===== src/rtl/piso_tx.sv =====
// piso_tx: parallel-in serial-out transmitter framing one byte as
// start(0), 8 data bits LSB first, optional even parity, stop(1).
//
// Parameters:
//   BIT_CYCLES  clock cycles each serial bit is held (1..255)
//   PARITY_EN   1 = even-parity bit after data, 0 = no parity bit
// Ports:
//   CLK   rising-edge clock
//   RST   synchronous active-high reset
//   DIN   parallel byte, captured when LOAD is accepted
//   LOAD  start request, honoured only while BUSY=0
//   SOUT  serial line, idles high
//   BUSY  frame in progress
//   DONE  one-cycle pulse on the cycle after the stop bit ends
module piso_tx #(
    parameter int unsigned BIT_CYCLES = 4,
    parameter int unsigned PARITY_EN  = 1
) (
    input  logic       CLK,
    input  logic       RST,
    input  logic [7:0] DIN,
    input  logic       LOAD,
    output logic       SOUT,
    output logic       BUSY,
    output logic       DONE
);

    typedef enum logic [2:0] {
        IDLE,
        START,
        DATA,
        PARITY,
        STOP
    } state_t;

    localparam logic [7:0] RELOAD  = 8'(BIT_CYCLES - 1);
    localparam bit         HAS_PAR = (PARITY_EN != 0);

    state_t     state;
    state_t     state_n;
    logic [7:0] cnt;
    logic [7:0] cnt_n;
    logic [2:0] idx;
    logic [2:0] idx_n;
    logic [7:0] shreg;
    logic [7:0] shreg_n;
    logic       par;
    logic       par_n;
    logic       sout_n;
    logic       busy_n;
    logic       done_n;
    logic       bit_end;

    always_ff @(posedge CLK) begin
        if (RST) begin
            state <= IDLE;
            cnt   <= '0;
            idx   <= '0;
            shreg <= '0;
            par   <= 1'b0;
            SOUT  <= 1'b1;
            BUSY  <= 1'b0;
            DONE  <= 1'b0;
        end else begin
            state <= state_n;
            cnt   <= cnt_n;
            idx   <= idx_n;
            shreg <= shreg_n;
            par   <= par_n;
            SOUT  <= sout_n;
            BUSY  <= busy_n;
            DONE  <= done_n;
        end
    end

    // cnt counts down the cycles left in the current bit; zero marks
    // the last cycle, after which it reloads for the next bit.
    always_comb begin
        bit_end = (cnt == 8'd0);
        state_n = state;
        cnt_n   = cnt;
        idx_n   = idx;
        shreg_n = shreg;
        par_n   = par;
        done_n  = 1'b0;

        unique case (state)
            IDLE: begin
                if (LOAD) begin
                    state_n = START;
                    shreg_n = DIN;
                    par_n   = ^DIN;
                    idx_n   = 3'd0;
                    cnt_n   = RELOAD;
                end
            end
            START: begin
                if (bit_end) begin
                    state_n = DATA;
                    cnt_n   = RELOAD;
                end else begin
                    cnt_n = cnt - 8'd1;
                end
            end
            DATA: begin
                if (bit_end) begin
                    cnt_n = RELOAD;
                    if (idx == 3'd7) begin
                        state_n = HAS_PAR ? PARITY : STOP;
                    end else begin
                        idx_n   = idx + 3'd1;
                        shreg_n = {1'b0, shreg[7:1]};
                    end
                end else begin
                    cnt_n = cnt - 8'd1;
                end
            end
            PARITY: begin
                if (bit_end) begin
                    state_n = STOP;
                    cnt_n   = RELOAD;
                end else begin
                    cnt_n = cnt - 8'd1;
                end
            end
            STOP: begin
                if (bit_end) begin
                    state_n = IDLE;
                    cnt_n   = 8'd0;
                    done_n  = 1'b1;
                end else begin
                    cnt_n = cnt - 8'd1;
                end
            end
            default: begin
                state_n = IDLE;
                cnt_n   = 8'd0;
            end
        endcase
    end

    // Line level is decoded from the next state so the registered
    // SOUT lines up with the state register.
    always_comb begin
        sout_n = 1'b1;
        busy_n = (state_n != IDLE);
        unique case (state_n)
            IDLE:    sout_n = 1'b1;
            START:   sout_n = 1'b0;
            DATA:    sout_n = shreg_n[0];
            PARITY:  sout_n = par_n;
            STOP:    sout_n = 1'b1;
            default: sout_n = 1'b1;
        endcase
    end

endmodule

===== config.mk =====
export PLATFORM = sky130hd
export DESIGN_NAME = piso_tx
export DESIGN_NICKNAME = d
export VERILOG_FILES = /design/src/rtl/piso_tx.sv
export SDC_FILE = /design/constraint.sdc
export NUM_CORES = 1
export LEC_CHECK = 0
export ABC_CLOCK_PERIOD_IN_PS = 2300
export BUFFER_PORTS_ARGS = -buffer_cell sky130_fd_sc_hd__buf_2
export CAP_MARGIN = 25
export CORE_ASPECT_RATIO = 1.5
export CORE_MARGIN = 2
export CORE_UTILIZATION = 32
export CTS_CLUSTER_SIZE = 30
export DETAILED_ROUTE_END_ITERATION = 6
export GPL_TIMING_DRIVEN = 0
export PLACE_DENSITY_LB_ADDON = 0.25
export REMOVE_ABC_BUFFERS = 1
export SETUP_SLACK_MARGIN = 0.15
export SYNTH_ARGS = -nofsm -noshare
export SYNTH_HDL_FRONTEND = slang
export SYNTH_SLANG_ARGS = --single-unit

===== constraint.sdc =====
create_clock -name CLK -period 2.3 [get_ports CLK]
set_input_delay 0.69 -clock CLK [delete_from_list [all_inputs] [get_ports CLK]]
set_output_delay 0.69 -clock CLK [all_outputs]
set_load 0.005 [all_outputs]

==> results of run 1 <==
critical path, cell delays in order, from the launching register on:
cell	delay (ns)
dfxtp_2	0.35
ha_4	0.16
ha_4	0.15
or4b_4	0.54
nor4_4	0.26
mux2i_2	0.30
nand4bb_1	0.13
o211ai_1	0.12
metal layers:
metal | wire, um | GRT usage
met2 | 1691 | 0.2531
met1 | 1293 | 0.1525
met5 | 0 | 0
met3 | 63 | 0.01849
met4 | 18 | 0.03171
sequential cells by signal, summed over array words and instances (netlist names):
| signal | cells |
|---|---|
| BUSY | 1 |
| DONE | 1 |
| SOUT | 1 |
| cnt | 8 |
| idx | 3 |
| par | 1 |
| shreg | 8 |
| state | 3 |
Yosys cell counts, drive strengths merged, types with 3 or more instances:
cell / count
dfxtp: 26
nor2: 19
a21oi: 16
nand2: 14
xnor2: 12
inv: 7
a22oi: 6
nor3: 6
o21ai: 6
buf: 4
clkbuf: 4
mux2i: 4
ha: 3
nand4: 3
nor4: 3
o211ai: 3
or3: 3
path summary, 6_finish.rpt:
check,endpoint,cells after the start
worst min-delay path,shreg[1],2
worst min register to register,shreg[1],2
worst max-delay path,SOUT,7
worst max register to register,SOUT,7
logic make-up after synthesis:
kind of cell	Yosys count
AO/OA/AOI/OAI	40
XOR/XNOR	14
adder cells (fa/ha/maj)	3
buffers and inverters	15
flip-flops	26
multiplexers	4
AND/OR/NAND/NOR	60
final cells by class:
class	instances	area, um^2
multi-input combinational	121	833.3
clock buffer	4	55.05
sequential	26	523.0
tap	46	57.56
timing repair buffer	22	132.6
inverter	7	26.28
fill	446	2581
power breakdown:
part | switching, uW | leakage, uW | internal, uW
Sequential | 122 | 0.000214 | 558
Clock | 142 | 0.0000288 | 153
Combinational | 528 | 0.000366 | 416
timing repair:
item	CTS	global route
hold endpoints to repair	0	0
pin swaps	3	4
setup endpoints to repair	12	12
resized for setup	3	5
setup buffers	4	5
placed cells by master (no fill, tap or decap), types with 3 or more instances in the layout:
master / netlist / layout
mux2i_1: 4 / 3
a21oi_1: 16 / 16
o211ai_1: 3 / 3
o21ai_0: 3 / 3
a22oi_1: 6 / 6
nand4_1: 3 / 3
buf_4: 1 / 9
nand2_1: 14 / 14
inv_1: 7 / 7
dfxtp_1: 26 / 24
nor2_1: 18 / 18
nor3_1: 5 / 5
or3_1: 3 / 3
buf_2: 3 / 13
clkbuf_8: 0 / 4
xnor2_1: 12 / 12
per-stage QoR:
stage          worst slack (ns)  utilization  instance area [um^2]
5_1_grt                  0.1297       0.3867                  1628
2_1_floorplan           0.09825            -                  1348
3_5_place_dp            -0.2834       0.3493                  1470
6_report                 0.2122       0.3867                  1628
3_3_place_gp            -0.2269       0.3493                  1470
4_1_cts                  0.1085       0.3713                  1563
==> results.toml, run 1 <==
[synthesis]
synth.largest_area_cell = "dfxtp_1"
synth_simple_gate_area_share = 0.2493
area_fraction_in_compound_gates_after_synthesis = 0.1843
edff_count_synth = 0
post_synth.cell_area_avg_um2 = 8.550
yosys.area_share.xor_xnor = 0.08853
top_flip_flop_cell_by_instance_count_after_synthesis = "dfxtp_1"
synth_top_family_by_area = "simple AND/OR/NAND/NOR gates"
adder_and_majority_gate_portion_of_the_synthesized_area = 0.02710
synthDistinctLibCells = 43
synth_warnings = 0
post-synth-top-area-fraction = 0.3758
synth-seq-area-share = 0.3758
synthCells = 162
synth.mux.area_fraction = 0.02891
synth_seq_cells = 26
synthTopCellsByArea = "dfxtp_1, xnor2_1, a21oi_1, nor2_1, nand2_1"
netlist_area_um2 = 1385
synth_async_sr_flop_share = 0

[drt]
initialDrtViolationCount = 30
detail_route.wirelength_mm = 3.066
drc_errors = 0
wl_per_cell_um = 13.57
route.antenna.remaining_nets = 0
route.vias.total = 1195
dr.pass1.iters = 4
viasPerCell = 5.288

[placement]
port_buffers = 13
numPlacedInstances = 213
globalplace.congestion = 0.8083
place.detailed.hpwl_mm = 2.137

[clock_network]
clock_path_buffers = 2
tritoncts_sink_count = 26
cts_tree = "built"
cts_buffers = 3
clock_h_tree_levels = 1
cts.root.buffer_cell = "clkbuf_8"
cts.clk_slew.worst_paths_ns = 0.09
cts_hold_buffers = 0
clock_latency_ns = 0.27

[global_routing]
grt-ovfl-total = 0
grt_pass1_vias = 1238
grt_first_pass_wirelength_mm = 5.306
antenna_found_initial = 0
global_route.usage.total = 0.1337
grt_start_max_net_pins = 22

[floorplan]
initial_core_util = 0.3291
die-width_um = 57.72
num_io_pins = 14
fp.dieArea_um2 = 4881
core_area_um2 = 4209
dieHeight_um = 84.58
placement_rows = 29

[power_and_ir_drop]
overall_power_uw = 1919
powerDensity_nw_per_um2 = 1179
ir_drop_mv = 0.6135
total_leakage_power_uw = 0.0006093

[worst_setup_path]
timing.critical_path.fanout_max = 3
critical_path_required_ns = 2.48
critical_path_arrival_ns = 2.27
path_class = "reg2reg"
timing.critical_path.from = "idx[0]"
kind_of_start_point_of_the_critical_path = "flop"
timing.critical_path.to_type = "flop"
setup.reg_to_reg.worst_slack_ns = 0.21
timing.rr.start = "idx[0]"

[finish]
nNetsFinal = 195
antenna_cells_inserted = 0
drive_gt1_frac = 0.2167
synth_to_final_area_change_pct = 17.52
layoutNonFillerInstCount = 226

[timing]
worst_slew_pin_slew_ns = 0.6331
fin_setup_tns_ns = 0
fin_skew_ns = 0.001209
finalSetupViolations = 0
fmax_mhz = 479.0
holdWs_ns = 0.4600
timing.final.crit_period_ns = 2.088
final.period_utilization = 0.9077
slew_violations = 0
timing_hold_violations_final = 0
max-slew-margin-rel = 0.5774
grt_setup_unrepaired = "true"

[run]
maxCapViolCount = 0

[worst_hold_path]
hold_path_origin = "shreg[1]"
worst_hold_path_type = "reg2reg"

[status]
outcome = "finished, final reports clean"
Note: power is estimated with default switching activity, not from simulation.
==> run 2, diff against run 1 <==
--- a/config.mk
+++ b/config.mk
@@ -10,7 +10,8 @@
 export CAP_MARGIN = 25
 export CORE_ASPECT_RATIO = 1.5
 export CORE_MARGIN = 2
-export CORE_UTILIZATION = 32
+export CORE_UTILIZATION = 54
+export CTS_CLUSTER_DIAMETER = 30
 export CTS_CLUSTER_SIZE = 30
 export DETAILED_ROUTE_END_ITERATION = 6
 export GPL_TIMING_DRIVEN = 0
==> run 2 against run 1 <==
Net effect: sequential power is essentially flat; setup slack gained 0.0096 ns; hold slack gained 0.0076 ns; power grew 0.97%; largest cell class unchanged; largest power group unchanged; highest routed layer unchanged.
==> results.toml, run 2 (synthesized netlist as in run 1, its figures left out) <==
[power_and_ir_drop]
internal_power_uw = 1144
comb_power_share = 0.483
powerDensity_nw_per_um2 = 1228
clock_power_share = 0.166
power_frac_seq = 0.351
p_sw_frac = 0.4094
ir_drop_mv = 0.5665
total_leakage_power_uw = 0.0006054
power.net_switching_uw = 793.2

[placement]
numPlacedInstances = 191
placement.setup.worst_slack_ns = -0.2080
place.detailed.hpwl_mm = 2.138
port_buffers = 13
globalplace.congestion = 0.8844
postPlaceCellArea_um2 = 1443

[worst_setup_path]
critical_path_cell_count = 7
kind_of_start_point_of_the_critical_path = "flop"
path_cells = "ha_1, ha_2, or4b_4, nor4_4, mux2i_2, nand4bb_1, o211ai_1"
critical_path_required_ns = 2.57
timing.critical_path.fanout_max = 3
cp_slowest_cell = "or4b_4"
critical-path-max-stage-delay_ns = 0.50
timing.critical_path.to_type = "flop"
worstReg2RegEnd = "SOUT"
path_class = "reg2reg"
critical_path.top_delay_family = "simple AND/OR/NAND/NOR gates"
critical_path.n_buffers_inverters = 0
setup.reg_to_reg.worst_slack_ns = 0.22
rr_worst_depth = 7
critical_path_arrival_ns = 2.35
timing.rr.start = "idx[0]"

[floorplan]
initial_core_util = 0.5654
core_area_um2 = 2450
num_io_pins = 14
placement_rows = 22
die-width_um = 45.35
fp.dieArea_um2 = 2994
dieHeight_um = 66.03

[finish]
synth_to_final_area_change_pct = 13.91
nNetsFinal = 193
antenna_cells_inserted = 0
n_fill_cell = 203
layout.cell_area.non_filler_um2 = 1578
mostFrequentLayoutCells = "dfxtp_1, nor2_1, a21oi_1, nand2_1, buf_2"
mostFrequentLayoutCell = "dfxtp_1"
fin_util = 0.6440
layoutNonFillerInstCount = 202
drive_gt1_frac = 0.2022
reg_top3 = "cnt: 8 flops, shreg: 8 flops"

[clock_network]
clock_latency_ns = 0.33
cts_buffers = 3
cts.clk_slew.worst_paths_ns = 0.14
cts_tree = "built"
cts.root.buffer_cell = "clkbuf_4"
clock_path_buffers = 2
cts_hold_buffers = 0
clock_h_tree_levels = 1
tritoncts_sink_count = 26

[timing]
fin_skew_ns = 0.001792
timing.final.crit_period_ns = 2.078
slew_violations = 0
finalSetupViolations = 0
worst_slew_pin_slew_ns = 0.6300
holdWs_ns = 0.4676
timing_hold_violations_final = 0
max-slew-margin-rel = 0.5794
grt_setup_unrepaired = "false"
fmax_mhz = 481.2
final.period_utilization = 0.9036
timing.final.ws_setup_ns = 0.2218

[drt]
dr.pass1.iters = 4
route.vias.total = 1210
drc_errors = 0
route.antenna.remaining_nets = 0
wl_per_cell_um = 14.03
detail_route.wirelength_mm = 2.834
initialDrtViolationCount = 30
viasPerCell = 5.990

[global_routing]
grt-ovfl-total = 0
grt_pass1_vias = 1199
antenna_found_initial = 0
grt_start_max_net_pins = 22
grt_first_pass_wirelength_mm = 4.795
global_route.usage.total = 0.2151

[status]
outcome = "finished, final reports clean"

[worst_hold_path]
hold_path_origin = "shreg[5]"
holdPathEnd = "shreg[5]"
worstHoldPathCells = 2
worst_hold_path_type = "reg2reg"

[run]
maxCapViolCount = 0
==> run 2: area by class of cell <==
cell class | count | area, um^2 | area share
Multi-Input combinational cell | 121 | 817.0 | 0.5178
Sequential cell | 26 | 521.8 | 0.3307
Clock inverter | 1 | 30.03 | 0.01903
Timing Repair Buffer | 20 | 130.1 | 0.08247
Clock buffer | 3 | 22.52 | 0.01427
Tap cell | 24 | 30.03 | 0.01903
Inverter | 7 | 26.28 | 0.01665
==> run 2: how the worst max path moves through the flow <==
stage,slack [ns],start,end
CTS,0.15,idx[0],SOUT
floorplan,0.1,idx[0],SOUT
finish,0.22,idx[0],SOUT
detailed placement,-0.21,idx[0],SOUT
global route,0.12,idx[0],idx[1]
global placement,-0.15,idx[0],SOUT
==> run 2: metal layers <==
layer	GRT usage	part of all wire	vias to the layer above
li1	-	-	610
met1	0.2020	0.38	579
met2	0.4179	0.58	16
met3	0.01913	0.020	5
met4	0.1250	0.020	0
met5	0	0	-
==> run 2: worst reg2reg max path, stage by stage, from the launching register on <==
cell       delay, ns
dfxtp_2         0.35
ha_1            0.19
ha_2            0.19
or4b_4          0.50
nor4_4          0.25
mux2i_2         0.30
nand4bb_1       0.12
o211ai_1        0.11
==> run 2: stage by stage <==
| stage | power [uW] | TNS, ns |
|---|---|---|
| 3_5_place_dp | 1563 | -0.3798 |
| 6_report | 1937 | 0 |
| 4_1_cts | 1906 | 0 |
| 5_1_grt | 2064 | 0 |
| 3_3_place_gp | 1526 | -0.2147 |
| 2_1_floorplan | 1358 | 0 |
==> run 2: power by group through the flow <==
| stage | clock network, uW | logic, uW | registers, uW |
|---|---|---|---|
| 6_report | 321 | 935 | 681 |
| 3_5_place_dp | 0 | 875 | 688 |
| 5_1_grt | 339 | 1030 | 699 |
| 4_1_cts | 328 | 901 | 677 |
| 3_3_place_gp | 0 | 845 | 682 |
| 2_1_floorplan | 0 | 699 | 659 |
==> run 2: repair_timing <==
item,in CTS,in global routing
gates resized for setup,3,2
endpoints found under the setup margin,12,12
buffers inserted,4,3
pin swaps,1,2
==> run 3, diff against run 2 <==
--- a/config.mk
+++ b/config.mk
@@ -10,7 +10,7 @@
 export CAP_MARGIN = 25
 export CORE_ASPECT_RATIO = 1.5
 export CORE_MARGIN = 2
-export CORE_UTILIZATION = 54
+export CORE_UTILIZATION = 55
 export CTS_CLUSTER_DIAMETER = 30
 export CTS_CLUSTER_SIZE = 30
 export DETAILED_ROUTE_END_ITERATION = 6
==> run 3 against run 2 <==
Net effect: utilization is 1.1 points higher; first-iteration DRC count is 30% higher; wire length is 1.7% higher; flip-flop and latch count stayed put.
==> results.toml, run 3 (synthesized netlist as in run 1, its figures left out) <==
[finish]
mostFrequentLayoutCell = "dfxtp_1"
reg_top3 = "cnt: 8 flops, shreg: 8 flops"
antenna_cells_inserted = 0
synth_to_final_area_change_pct = 14.54
nNetsFinal = 195
drive_gt1_frac = 0.2056
mostFrequentLayoutCells = "dfxtp_1, nor2_1, a21oi_1, nand2_1, buf_2"
layout.cell_area.non_filler_um2 = 1587
n_fill_cell = 216

[global_routing]
grt.busiest_layer = "met2"
grt-ovfl-total = 0
global_route.usage.total = 0.2116
grt_start_max_net_pins = 22
met3_usage = 0.02747
globalRouteMet1Util = 0.2058
antenna_found_initial = 0
grt_pass1_vias = 1172
grt_first_pass_wirelength_mm = 4.657
grt.met2_usage = 0.3893

[clock_network]
cts.root.buffer_cell = "clkbuf_4"
cts_tree = "built"
cts_buffers = 3
tritoncts_sink_count = 26
clock_h_tree_levels = 1
cts.clk_slew.worst_paths_ns = 0.14
clock_path_buffers = 2
clock_latency_ns = 0.34

[worst_setup_path]
timing.critical_path.fanout_max = 3
critical_path_arrival_ns = 2.36
cp_slowest_cell = "or4b_4"
critical_path.n_buffers_inverters = 0
path_cells = "ha_1, ha_2, or4b_4, nor4_4, mux2i_2, nand4bb_1, o211ai_1"
critical_path.top_delay_family = "simple AND/OR/NAND/NOR gates"
timing.critical_path.to_type = "flop"
kind_of_start_point_of_the_critical_path = "flop"
path_class = "reg2reg"
critical_path_required_ns = 2.58
critical-path-max-stage-delay_ns = 0.49

[placement]
placement.setup.worst_slack_ns = -0.1551
globalplace.congestion = 0.8772
postPlaceCellArea_um2 = 1443
port_buffers = 13
place.detailed.hpwl_mm = 2.041

[power_and_ir_drop]
ir_drop_mv = 0.6878
total_leakage_power_uw = 0.0006140
powerDensity_nw_per_um2 = 1224

[run]
maxCapViolCount = 0

[timing]
grt_setup_unrepaired = "false"
max-slew-margin-rel = 0.5676
finalSetupViolations = 0
timing.final.crit_period_ns = 2.082
slew_violations = 0
timing_hold_violations_final = 0
fin_skew_ns = 0.007195
final.period_utilization = 0.9054
fmax_mhz = 480.2
timing.final.ws_setup_ns = 0.2176
worst_slew_pin_slew_ns = 0.6478
fin_setup_tns_ns = 0

[floorplan]
num_io_pins = 14
die-width_um = 44.98
initial_core_util = 0.5718
dieHeight_um = 65.46
core_area_um2 = 2422
placement_rows = 22
fp.dieArea_um2 = 2944

[drt]
route.antenna.remaining_nets = 0
dr.pass1.iters = 4
drc_errors = 0
detail_route.wirelength_mm = 2.881
initialDrtViolationCount = 39
viasPerCell = 6.059
wl_per_cell_um = 14.12
route.vias.total = 1236

[worst_hold_path]
worst_hold_path_type = "reg2reg"

[status]
outcome = "finished, final reports clean"
==> run 3: what timing repair did <==
item / CTS / global route
hold buffers: 0 / 0
gates resized for setup: 2 / 2
buffers inserted: 4 / 5
endpoints found under the setup margin: 12 / 12
pin swaps: 1 / 3
endpoints found under the hold margin: 0 / 0
==> run 3: through the flow <==
| step | cells | power (uW) | hold WS [ns] | utilization |
|---|---|---|---|---|
| detailed placement | 191 | 1555 | 0.4505 | 0.5956 |
| global placement | 191 | 1528 | 0.4433 | 0.5956 |
| global route | 204 | 2073 | 0.4862 | 0.6550 |
| floorplan | 154 | 1358 | 0.4295 | - |
| finish | 204 | 1943 | 0.4664 | 0.6550 |
| CTS | 199 | 1896 | 0.4714 | 0.6369 |
==> run 3: where the power goes <==
part	switching, uW	internal [uW]
Sequential	120	557
Combinational	527	419
Clock	143	177
Total	790	1150
==> run 3: worst register-to-register path: stages, from the launching register on <==
cell and delay [ns]:
dfxtp_2 0.35, ha_1 0.19, ha_2 0.19, or4b_4 0.49, nor4_4 0.24, mux2i_2 0.33
nand4bb_1 0.14, o211ai_1 0.10
==> run 3: final timing paths <==
kind	from	end	slack (ns)	depth (start not counted)
hold / removal	shreg[7]	shreg[7]	0.47	2
hold reg to reg	shreg[7]	shreg[7]	0.47	2
setup reg to reg	idx[0]	SOUT	0.22	7
setup / recovery	idx[0]	SOUT	0.22	7
==> run 3: layer usage <==
metal | vias up | share of wire
li1 | 619 | -
met1 | 586 | 0.40
met2 | 22 | 0.55
met3 | 9 | 0.022
met4 | 0 | 0.030
met5 | - | 0
==> run 3: cell type report <==
class	instances	area [um^2]	area share
timing repair buffer	22	145.1	0.09148
clock inverter	1	30.03	0.01893
inverter	7	26.28	0.01656
sequential	26	521.8	0.3289
clock buffer	3	22.52	0.01420
tap	24	30.03	0.01893
multi-input combinational	121	810.8	0.5110
